## src/rtl/synth_pkg.sv

```systemverilog
// synth_pkg: widths, state encoding and amplitude constants shared by the
// tone oscillator and the divider lookup that feeds it.
// No ports; imported by tone_osc and half_period_cnt.
package synth_pkg;

  localparam int DIV_W = 19;
  localparam int AMP_W = 8;

  typedef logic [DIV_W-1:0] div_t;

  typedef enum logic [1:0] {
    IDLE = 2'd0,
    HIGH = 2'd1,
    LOW  = 2'd2
  } osc_state_t;

  localparam logic [AMP_W-1:0] AMP_HIGH = '1;
  localparam logic [AMP_W-1:0] AMP_LOW  = '0;

endpackage

```

## src/rtl/half_period_cnt.sv

```systemverilog
// half_period_cnt: up-counter measuring the current half-period.
// Ports:
//   clk, n_rst : clock, async active-low reset
//   clr        : synchronous clear (wins over inc)
//   inc        : count enable
//   lim        : half-period length in cycles (act_div)
//   cnt        : current count, 0 .. lim-1
//   tc         : terminal count, high when cnt == lim-1
module half_period_cnt
  import synth_pkg::*;
(
  input  logic       clk,
  input  logic       n_rst,
  input  logic       clr,
  input  logic       inc,
  input  div_t       lim,
  output div_t       cnt,
  output logic       tc
);

  // lim is never 0 while counting, so lim-1 cannot wrap in use.
  assign tc = (cnt == (lim - DIV_W'(1)));

  always_ff @(posedge clk or negedge n_rst) begin
    if (!n_rst) begin
      cnt <= '0;
    end else if (clr) begin
      cnt <= '0;
    end else if (inc) begin
      cnt <= cnt + DIV_W'(1);
    end
  end

endmodule

```

## src/rtl/tone_osc.sv

```systemverilog
// tone_osc: square-wave tone generator driven by a half-period divider word.
// f_out = f_clk / (2 * act_div). New dividers are double-buffered and only
// take effect at a full-period boundary so note changes never glitch.
// Ports:
//   clk, n_rst  : clock, async active-low reset
//   en          : enable; low forces IDLE (muted)
//   div_in      : new divider (half-period length in clk cycles)
//   div_load    : one-cycle strobe capturing div_in
//   wave_out    : square wave (1 in HIGH)
//   sample_out  : AMP_HIGH when wave_out=1, else AMP_LOW
//   period_tick : one-cycle pulse in the first cycle of every HIGH
//   div_pending : a loaded divider waits for the period boundary
//
// state | meaning
// IDLE  | muted, counter held at 0, dividers load straight into act_div
// HIGH  | first half-period, wave_out=1
// LOW   | second half-period; terminal count is the period boundary
module tone_osc
  import synth_pkg::*;
(
  input  logic             clk,
  input  logic             n_rst,
  input  logic             en,
  input  div_t             div_in,
  input  logic             div_load,
  output logic             wave_out,
  output logic [AMP_W-1:0] sample_out,
  output logic             period_tick,
  output logic             div_pending
);

  osc_state_t state, state_nxt;
  div_t       act_div, pend_div, div_nxt, cnt;
  logic       pending, tick_q, tc, cnt_clr, cnt_inc, period_end, take_div;

  half_period_cnt u_cnt (
    .clk   (clk),
    .n_rst (n_rst),
    .clr   (cnt_clr),
    .inc   (cnt_inc),
    .lim   (act_div),
    .cnt   (cnt),
    .tc    (tc)
  );

  assign cnt_clr    = (state == IDLE) || !en || tc;
  assign cnt_inc    = (state != IDLE);
  assign period_end = (state == LOW) && tc;

  // Value act_div takes whenever it is updated: a same-cycle load beats an
  // older pending value, which beats keeping the current one.
  always_comb begin
    div_nxt = act_div;
    if (div_load) begin
      div_nxt = div_in;
    end else if (pending) begin
      div_nxt = pend_div;
    end
  end

  assign take_div = (state == IDLE) || period_end || !en;

  always_ff @(posedge clk or negedge n_rst) begin
    if (!n_rst) begin
      act_div  <= '0;
      pend_div <= '0;
      pending  <= 1'b0;
    end else if (take_div) begin
      act_div <= div_nxt;
      pending <= 1'b0;
    end else if (div_load) begin
      pend_div <= div_in;
      pending  <= 1'b1;
    end
  end

  // State register; the tick is registered so every output decodes from flops.
  always_ff @(posedge clk or negedge n_rst) begin
    if (!n_rst) begin
      state  <= IDLE;
      tick_q <= 1'b0;
    end else begin
      state  <= state_nxt;
      tick_q <= (state_nxt == HIGH) && (state != HIGH);
    end
  end

  always_comb begin
    state_nxt = state;
    case (state)
      IDLE: begin
        // Start uses the registered act_div; a zero load in the same cycle
        // blocks the start so HIGH is never entered with a zero divider.
        if (en && (act_div != '0) && !(div_load && (div_in == '0))) begin
          state_nxt = HIGH;
        end
      end
      HIGH: begin
        if (!en) begin
          state_nxt = IDLE;
        end else if (tc) begin
          state_nxt = LOW;
        end
      end
      LOW: begin
        if (!en) begin
          state_nxt = IDLE;
        end else if (tc) begin
          state_nxt = (div_nxt != '0) ? HIGH : IDLE;
        end
      end
      default: state_nxt = IDLE;
    endcase
  end

  always_comb begin
    wave_out    = (state == HIGH);
    sample_out  = (state == HIGH) ? AMP_HIGH : AMP_LOW;
    period_tick = tick_q;
    div_pending = pending;
  end

endmodule

```

## config.mk

```make
export PLATFORM = sky130hd
export DESIGN_NAME = tone_osc
export DESIGN_NICKNAME = d
export VERILOG_FILES = /design/src/rtl/synth_pkg.sv /design/src/rtl/half_period_cnt.sv /design/src/rtl/tone_osc.sv
export SDC_FILE = /design/constraint.sdc
export NUM_CORES = 1
export LEC_CHECK = 0
export ABC_CLOCK_PERIOD_IN_PS = 9300
export BUFFER_PORTS_ARGS = -buffer_cell sky130_fd_sc_hd__buf_2
export CORE_AREA = 2 2 80 82
export DETAILED_ROUTE_END_ITERATION = 10
export DIE_AREA = 0 0 82 84
export PLACE_DENSITY = 0.83
export SLEW_MARGIN = 10
export SYNTH_ARGS = -nofsm -noshare
export SYNTH_HDL_FRONTEND = slang
export SYNTH_HIERARCHICAL = 1
export SYNTH_SLANG_ARGS = --single-unit
```

## constraint.sdc

```tcl
create_clock -name clk -period 9.3 [get_ports clk]
set_input_delay 2.325 -clock clk [delete_from_list [all_inputs] [get_ports clk]]
set_output_delay 2.325 -clock clk [all_outputs]
set_load 0.01 [all_outputs]
```

Yosys cells after proc, flatten, opt, wreduce, memory -nomap -nowiden --
Index checks and enable logic that the tools add are counted.
Word-level totals: bits in read-only memories 0, output and inout port bits 11, bits in writable memories 0, memories 0, register bits 61, input port bits 23, word-level logic and storage cells 47, bits in latches 0
Operators by class: mux-type cells 14, $lt $le $gt $ge 0, shift-type cells 0, multiply operators 0, divide/modulo/power cells 0, bitwise logic cells 1, reduce and logical (&&, ||, !) cells 19, equal/unequal tests 5, add/sub/neg operators 2
Operators by type and width (number):
- 2-to-1 mux 19 bit | 4
- nonzero test 19 bit | 2
- adder 19 x 1 -> 19 bit, second input constant | 1
- equality test 19 bit | 1
- zero test 19 bit | 1
- subtractor 19 x 1 -> 19 bit, second input constant | 1
- 2-to-1 mux 2 bit | 5
- 2-to-1 mux 8 bit | 1
- case mux 2 bit (3 select lines) | 1
- nonzero test 2 bit | 3
- logical AND 1 bit | 5
- equality test 2 x 1 -> 1 bit, second input constant | 2
- logical OR 1 bit | 4
- 2-to-1 mux 1 bit | 3
- equality test 2 bit, second input constant | 1
- zero test 1 bit | 2
- zero test 2 bit | 1
- != test 2 x 1 -> 1 bit, second input constant | 1
- AND reduction 2 bit | 1
- inverter 1 bit | 1

Logic depth before layout (Yosys ltp) --
Gate-level depths: netlist (run 1).
word-level depth 9, depth in mapped cells 16

By module --
The synthesis (run 1) kept the hierarchy.
By module, submodules not included:
- tone_osc | times used 1, sequential area each 1051.0 um^2, area an instance 2214.6 um^2, cells an instance 196
- half_period_cnt | times used 1, sequential area each 475.5 um^2, area an instance 1536.5 um^2, cells an instance 176

Worst setup path before layout (run 1) --
No wires, ideal clock.
path type input to register, from input port en, to register u_cnt.cnt[15], buffers on the path 1, data arrival time 3433 ps, stages 8, path slack 5735 ps, setup time 132 ps, cells stage by stage nand3b_1 o211a_1 and3_1 and4_1 clkbuf_1 nand4_1 xor2_1 nor2_1
On the way: cells in the longest elaborated chain, start to end 4
Ends and longest elaborated chain:
- start: declaration | line tone_osc.sv:23 | input logic en,
- zero test 1 bit *
- logical OR 1 bit * (2 in series) | line tone_osc.sv:46 | assign cnt_clr = (state == IDLE) || !en || tc;
- 2-to-1 mux 19 bit or nonzero test 2 bit (tied branches)
- end signal: assignment | line half_period_cnt.sv:30 | cnt <= cnt + DIV_W'(1);
- end: declaration | line half_period_cnt.sv:17 | output div_t cnt,
Every way passes the cells marked *; elsewhere a longest branch is shown, timed or not. A chain may end at the register's enable or synchronous reset.

Worst setup path after layout (run 1) --
from register act_div[0], to register pend_div[15]
On the way: cells in the longest elaborated chain, start to end 7
Ends and longest elaborated chain:
- start: declaration | line tone_osc.sv:33 | div_t act_div, pend_div, div_nxt, cnt;
- start signal: assignment | line tone_osc.sv:69 | act_div <= div_nxt;
- subtractor 19 x 1 -> 19 bit | line half_period_cnt.sv:22 | assign tc = (cnt == (lim - DIV_W'(1)));
- equality test 19 bit | line half_period_cnt.sv:22
- via tc | line tone_osc.sv:34 | logic pending, tick_q, tc, cnt_clr, cnt_inc, period_end, take_div;
- logical AND 1 bit | line tone_osc.sv:48 | assign period_end = (state == LOW) && tc;
- logical OR 1 bit (2 in series) | line tone_osc.sv:61 | assign take_div = (state == IDLE) || period_end || !en;
- inverter 1 bit (no source line)
- AND reduction 2 bit (no source line)
- end signal: assignment | line tone_osc.sv:72 | pend_div <= div_in;
- end: declaration | line tone_osc.sv:33
The timed path passes the listed nets, and every way through them passes these cells.

==> metrics.log, run 1 <==
INFO  metric run_status = completed
INFO  metric route.vias.total = 2973
INFO  metric leakage = 1.70 nW
INFO  metric floorplan.die_area = 0.00689 mm^2
INFO  metric cts.htree.levels = 3
INFO  metric synth_fp_nets = 397
INFO  metric cts.sink_count = 61
INFO  metric gr-usage-met1 = 36.5%
INFO  metric cts-root-to-sink-buffers = 2
INFO  metric cts.clk_slew.worst_paths = 0.07 ns
INFO  metric syn-mean-instance-area = 10.1 um^2
INFO  metric fillCellCount = 473
INFO  metric die_h = 84 um
INFO  metric core_area = 0.00610 mm^2
INFO  metric first_global_vias = 2842
INFO  metric criticalPathCategory = reg -> reg
INFO  metric number_of_unique_standard_cell_types_used_by_synthesis = 57
INFO  metric yosys_register_bits = 61
INFO  metric worst_tran_pin_value = 1.15 ns
INFO  metric routed_wl = 8350 um
INFO  metric globalRouteMet3Util = 5.09%
INFO  metric cts_inserted_buffers = 9
INFO  metric final_antenna_net_count = 0
INFO  metric share_of_the_core_filled_with_cells_in_the_final_layout = 66.9%
INFO  metric min-delay-path-class = reg -> reg
INFO  metric insertion_delay = 0.35 ns
INFO  metric vdd_ir_drop_max = 0.000160 V
INFO  metric grt_most_used_layer = met2
INFO  metric slew_viol_final = 0
INFO  metric achievable-frequency = 214 MHz
INFO  metric start_util = 61.5%
INFO  metric grt_antenna_before_repair = 0
INFO  metric worst-endpoint-arrival = 4.90 ns
INFO  metric track_usage = 26.5%
INFO  metric nets = 420
INFO  metric syn-cell-area = 0.00375 mm^2
INFO  metric setup_total_negative_slack = 0 ns
INFO  metric cts-hold-fix-buffers = 0
INFO  metric grt_overflow_total = 0
INFO  metric final.period_utilization = 50.3%
INFO  metric first_iter_violations = 160
INFO  metric first_pass_grt_wire_length = 13900 um
INFO  metric place.gp.congestion = 0.916
INFO  metric drive_gt1_share = 18.0%
INFO  metric timing.slew.headroom = 23.0%
INFO  metric antenna_cells = 0
INFO  metric critical_path_peak_fanout = 39
INFO  metric tritoncts = done
INFO  metric start_kind = flop
INFO  metric first_pass_iters = 5
INFO  metric pin_count = 34
INFO  metric globalRouteMet2Util = 41.2%
INFO  metric drc_errors = 0
INFO  metric synth_warnings = 6
INFO  metric synth_edf_count = 0
INFO  metric yosysSeqAreaShare = 40.7%
INFO  metric async_flop_share = 100%
INFO  metric portBuffers = 33
INFO  metric die_width = 82 um
INFO  metric cts-root-buf = sky130_fd_sc_hd__clkbuf_8
INFO  metric viasPerCell = 6.23
INFO  metric multi_input_comb_area = 0.00207 mm^2
INFO  metric grt_start_max_net_pins = 62
INFO  metric synthCells = 372
INFO  metric final.hold.worst_slack = 0.490 ns
INFO  metric report.final.setup_viol = 0
INFO  metric cts-resized-gates = 0
INFO  metric estimated_wirelength_of_the_detail_placed_design = 5900 um
INFO  metric clock_skew = 0.00991 ns
INFO  metric hold_viol_final = 0
INFO  metric layout_overhead_on_the_synthesized_area = 8.67%
INFO  metric grt_setup_unrepaired = no
INFO  metric layout_min_cycle_time = 4.68 ns
INFO  metric pwr_density_cell = 191 mW/mm^2
INFO  metric wl_per_cell = 17.5 um
INFO  metric cts.repair_timing.setup_buffer_count = 0
INFO  metric rows = 29
INFO  metric timing.critical_path.to_type = flop
INFO  metric cap_violations = 0
INFO  metric final-seq-area = 0.00153 mm^2
INFO  metric ys_dominant_reg_cell = sky130_fd_sc_hd__dfrtp_1
INFO  metric critical_path_required = 9.53 ns
==> layer usage <==
layer | share of wire [%] | vias to the layer above
met5 | 0 | -
met4 | 2.4 | 0
met3 | 5.4 | 27
met2 | 48 | 113
met1 | 44 | 1431
li1 | - | 1402
==> cell families (layout without fill, tap and decap cells) <==
logic type	count (synthesis)	in the layout	synth area share, %
flops	61	61	40.7
simple gates	142	142	21.3
compound gates	48	48	8.17
fa+ha+maj	2	2	0.667
xor+xnor	37	37	8.84
buf+inv	26	54	4.00
mux	56	56	16.3
==> state kept, by name, summed over array words and instances (netlist names) <==
signal	flops
state	2
u_cnt/cnt	19
act_div	19
pend_div	19
period_tick	1
div_pending	1
==> worst max-delay path, cell delays in order, from the launching register on <==
cell and delay (ns):
sky130_fd_sc_hd__dfrtp_1 0.44, sky130_fd_sc_hd__nor3_1 0.59, sky130_fd_sc_hd__nand2_1 0.26, sky130_fd_sc_hd__or3_1 0.42, sky130_fd_sc_hd__mux2_2 0.28, sky130_fd_sc_hd__a31oi_1 0.25, sky130_fd_sc_hd__nor4_2 0.11, sky130_fd_sc_hd__and2b_1 0.26
sky130_fd_sc_hd__o21a_1 0.90, sky130_fd_sc_hd__nand2_2 0.56, sky130_fd_sc_hd__mux2_1 0.47
==> synth_stat cells, types with 5 or more instances <==
cell                        n  area share [%]
sky130_fd_sc_hd__o21ai_1    7            0.93
sky130_fd_sc_hd__nor3_1     7            0.93
sky130_fd_sc_hd__mux2i_1   18             4.8
sky130_fd_sc_hd__nand2_1   34             3.4
sky130_fd_sc_hd__mux2_2    11             3.3
sky130_fd_sc_hd__nor2_1    25             2.5
sky130_fd_sc_hd__nor2b_1    5            0.83
sky130_fd_sc_hd__dfrtp_1   61              41
sky130_fd_sc_hd__o21ai_0   18             2.4
sky130_fd_sc_hd__buf_4     10             2.0
sky130_fd_sc_hd__nand4_1   13             2.2
sky130_fd_sc_hd__clkbuf_1   5            0.50
sky130_fd_sc_hd__nand3b_1   6             1.2
sky130_fd_sc_hd__mux2_1    26             7.8
sky130_fd_sc_hd__buf_2      6            0.80
sky130_fd_sc_hd__xnor2_1   13             3.0
sky130_fd_sc_hd__xor2_1    23             5.4
sky130_fd_sc_hd__nor4_1    12             2.0
sky130_fd_sc_hd__nand3_1   10             1.3
==> final timing paths <==
check / startpoint / endpoint / slack (ns) / cells past startpoint
worst max register to register: act_div[0] / pend_div[15] / 4.62 / 10
max in group asynchronous: n_rst / pend_div[10] / 6.67 / 2
worst max-delay path: act_div[0] / pend_div[15] / 4.62 / 10
min in group asynchronous: n_rst / u_cnt/cnt[14] / 2.14 / 2
worst min-delay path: pend_div[2] / pend_div[2] / 0.49 / 1
worst min register to register: pend_div[2] / pend_div[2] / 0.49 / 1
==> layout make-up <==
type	count	area share, %
sequential	61	37.4
inverter	4	0.368
tap	77	2.36
clock inverter	6	1.57
multi-input combinational	285	50.9
clock buffer	10	3.13
timing repair buffer	34	4.24
==> cell usage in the layout (no fill, tap or decap), drive strengths merged, types with 3 or more instances in the layout <==
cell type  synthesis  routed
nand3             10      10
nor2              25      25
mux2              38      38
nor2b              5       5
clkbuf             5      10
xnor2             14      14
nor4              15      15
a21oi              3       3
buf               17      34
and3               4       4
or3                3       3
o21ai             25      25
clkinv             0       3
nand4             13      13
nor3               7       7
mux2i             18      18
inv                4       4
nand3b             6       6
xor2              23      23
nand2             35      35
dfrtp             61      61
and4               3       3
==> metrics by stage <==
stage / instance area [um^2] / setup slack, ns / power, mW / std cells
3_3_place_gp: 3880 / 4.79 / 0.541 / 461
5_1_grt: 4080 / 4.29 / 0.820 / 477
4_1_cts: 4080 / 4.68 / 0.781 / 477
6_report: 4080 / 4.62 / 0.780 / 477
2_1_floorplan: 3750 / 5.74 / 0.500 / 372
3_5_place_dp: 3880 / 4.68 / 0.553 / 461
==> power breakdown <==
part           internal [mW]  switching (mW)  total (mW)
Sequential             0.309          0.0582       0.367
Combinational         0.0888          0.0949       0.184
Clock                  0.123           0.106       0.229
(Power assumes the default switching activity.)
==> inputs of run 2 (changes only) <==
- ABC_CLOCK_PERIOD_IN_PS: 9300 -> 4130
- CORE_AREA: 2 2 80 82 -> 2 2 87 89
- DIE_AREA: 0 0 82 84 -> 0 0 89 91
- PLACE_DENSITY: 0.83 -> 0.75
- clock period: 9.3 -> 4.13 ns (I/O delays scaled with it)
==> metrics.log, run 2 (same netlist as run 1, synthesis figures left out) <==
INFO  metric slew_viol_final = 0 (unchanged)
INFO  metric grt_start_max_net_pins = 40 (-35%)
INFO  metric min-delay-path-class = reg -> reg
INFO  metric portBuffers = 33 (unchanged)
INFO  metric routed_wl = 8450 um (+1.2%)
INFO  metric estimated_wirelength_of_the_detail_placed_design = 6090 um (+3.1%)
INFO  metric cts.repair_timing.setup_buffer_count = 0 (unchanged)
INFO  metric drc_errors = 0 (unchanged)
INFO  metric placedCellCount = 489 (+6.1%)
INFO  metric timing.critical_path.to_type = flop
INFO  metric internal_power = 1.21 mW (+130%)
INFO  metric worst-endpoint-arrival = 4.03 ns (-0.87 ns)
INFO  metric power_frac_seq = 45.1% (-2.0 points)
INFO  metric min_path_cells = 1 (unchanged)
INFO  metric grt_overflow_total = 0 (unchanged)
INFO  metric post-route-worst-setup-slack = 0.328 ns (-4.29 ns)
INFO  metric critical_path_required = 4.36 ns (-5.17 ns)
INFO  metric nets = 426 (+1.4%)
INFO  metric hold_viol_final = 0 (unchanged)
INFO  metric detailedPlace.worstSlack = 0.255 ns (-4.43 ns)
INFO  metric layout_min_cycle_time = 3.80 ns (-0.876 ns)
INFO  metric most-common-layout-cells = sky130_fd_sc_hd__dfrtp_1, sky130_fd_sc_hd__nand2_1, sky130_fd_sc_hd__buf_2
INFO  metric net-switching-power = 0.604 mW (+130%)
INFO  metric finalInstanceArea = 0.00418 mm^2 (+2.6%)
INFO  metric pwr-share-clk = 30.7% (+1.4 points)
INFO  metric cts_inserted_buffers = 9 (unchanged)
INFO  metric pin_count = 34 (unchanged)
INFO  metric run_status = completed
INFO  metric antenna_cells = 0 (unchanged)
INFO  metric insertion_delay = 0.34 ns (about the same)
INFO  metric track_usage = 22.5% (-4.0 points)
INFO  metric cap_violations = 0 (unchanged)
INFO  metric final.period_utilization = 92.1% (+42 points)
INFO  metric post_dp_cell_area = 0.00396 mm^2 (+1.9%)
INFO  metric die_h = 91 um (+8.3%)
INFO  metric clock_skew = 0.00695 ns (-0.00296 ns)
INFO  metric first_iter_violations = 145 (-9.4%)
INFO  metric criticalPathCategory = reg -> reg
INFO  metric wl_per_cell = 16.7 um (-4.4%)
INFO  metric first_pass_iters = 5 (unchanged)
INFO  metric cts.htree.levels = 3 (unchanged)
INFO  metric route.vias.total = 2993 (+0.67%)
INFO  metric tritoncts = done
INFO  metric core_area = 0.00714 mm^2 (+17%)
INFO  metric pwr_density_cell = 433 mW/mm^2 (+130%)
INFO  metric achievable-frequency = 263 MHz (+23%)
INFO  metric final_antenna_net_count = 0 (unchanged)
INFO  metric vdd_ir_drop_max = 0.000254 V (+59%)
INFO  metric start_util = 52.6% (-9.0 points)
INFO  metric drive_gt1_share = 20.0% (+2.0 points)
INFO  metric comb_pwr_share = 24.2% (+0.6 points)
INFO  metric layout_overhead_on_the_synthesized_area = 11.5%
INFO  metric first_pass_grt_wire_length = 14300 um (+2.5%)
INFO  metric critical_path_peak_fanout = 19 (-51%)
INFO  metric floorplan.die_area = 0.00810 mm^2 (+18%)
INFO  metric place.gp.congestion = 0.849 (-7.3%)
INFO  metric report.final.setup_viol = 0 (unchanged)
INFO  metric post-layout-total-power = 1.81 mW (+130%)
INFO  metric worst_tran_pin_value = 0.965 ns (-0.190 ns)
INFO  metric r2r_cells = 12 (+2)
INFO  metric cts-root-buf = sky130_fd_sc_hd__clkbuf_8
INFO  metric cts-root-to-sink-buffers = 2 (unchanged)
INFO  metric die_width = 89 um (+8.5%)
INFO  metric layoutNonFillerInstCount = 505 (+5.9%)
INFO  metric grt_antenna_before_repair = 0 (unchanged)
INFO  metric start_kind = flop
INFO  metric timing.slew.headroom = 35.6% (+13 points)
INFO  metric cts.clk_slew.worst_paths = 0.07 ns (about the same)
INFO  metric rows = 31 (+6.9%)
INFO  metric setup_total_negative_slack = 0 ns (unchanged)
INFO  metric cts.sink_count = 61 (unchanged)
INFO  metric share_of_the_core_filled_with_cells_in_the_final_layout = 58.6% (-8.3 points)
INFO  metric grt_setup_unrepaired = no
INFO  metric layout.cells.most_common = sky130_fd_sc_hd__dfrtp_1
INFO  metric first_global_vias = 2942 (+3.5%)
INFO  metric leakage = 1.74 nW (+2.2%)
INFO  metric final.hold.worst_slack = 0.489 ns (-0.00105 ns)
INFO  metric switching_share = 33.4% (+0.19 points)
INFO  metric reg_top3 = act_div (19), pend_div (19), u_cnt/cnt (19)
INFO  metric viasPerCell = 5.93 (-4.9%)
[run 2: worst max-delay path, cell delays in order, from the launching register on]
cell	delay, ns
sky130_fd_sc_hd__dfrtp_1	0.45
sky130_fd_sc_hd__inv_1	0.07
sky130_fd_sc_hd__ha_1	0.21
sky130_fd_sc_hd__nor2b_1	0.17
sky130_fd_sc_hd__and2_2	0.20
sky130_fd_sc_hd__or4bb_2	0.60
sky130_fd_sc_hd__a32oi_1	0.19
sky130_fd_sc_hd__nand4_1	0.16
sky130_fd_sc_hd__nor4_4	0.39
sky130_fd_sc_hd__and2b_1	0.26
sky130_fd_sc_hd__o21a_1	0.20
sky130_fd_sc_hd__nand2_2	0.37
sky130_fd_sc_hd__mux2_2	0.39
[run 2: power groups by stage]
stage,combinational [mW],sequential [mW],clock [mW]
after floorplan,0.339,0.787,0
final,0.438,0.817,0.555
after CTS,0.433,0.813,0.571
after detailed placement,0.430,0.825,0
after global routing,0.485,0.832,0.591
after global placement,0.418,0.818,0
[run 2: path summary, 6_finish.rpt]
path                         startpoint             to  slack, ns
min reg2reg                pend_div[10]   pend_div[10]       0.49
min                        pend_div[10]   pend_div[10]       0.49
min in group asynchronous         n_rst  u_cnt/cnt[12]       0.80
max                          act_div[1]    pend_div[7]       0.33
max in group asynchronous         n_rst    act_div[16]       2.59
max reg2reg                  act_div[1]    pend_div[7]       0.33
[run 2: area by class of cell]
cell class,count,area [um^2]
fillers,639,2950
multi-input cells,285,2090
flip-flops and latches,61,1530
repair buffers,40,218
clock buffers,10,138
well taps,99,124
clock inverters,6,70.1
inverters,4,15.0
[run 2: routing by layer]
layer	vias up	global-route usage, %	part of all wire, %
met1	1469	30.5	45
met3	18	6.64	5.4
li1	1408	-	-
met2	98	34.8	48
met5	-	0	0
met4	0	6.97	2.0
[run 2: repair_timing]
action / in CTS / in global routing
gates resized for setup: 0 / 3
hold buffers: 0 / 0
hold endpoints to repair: 0 / 0
setup endpoints to repair: 0 / 30
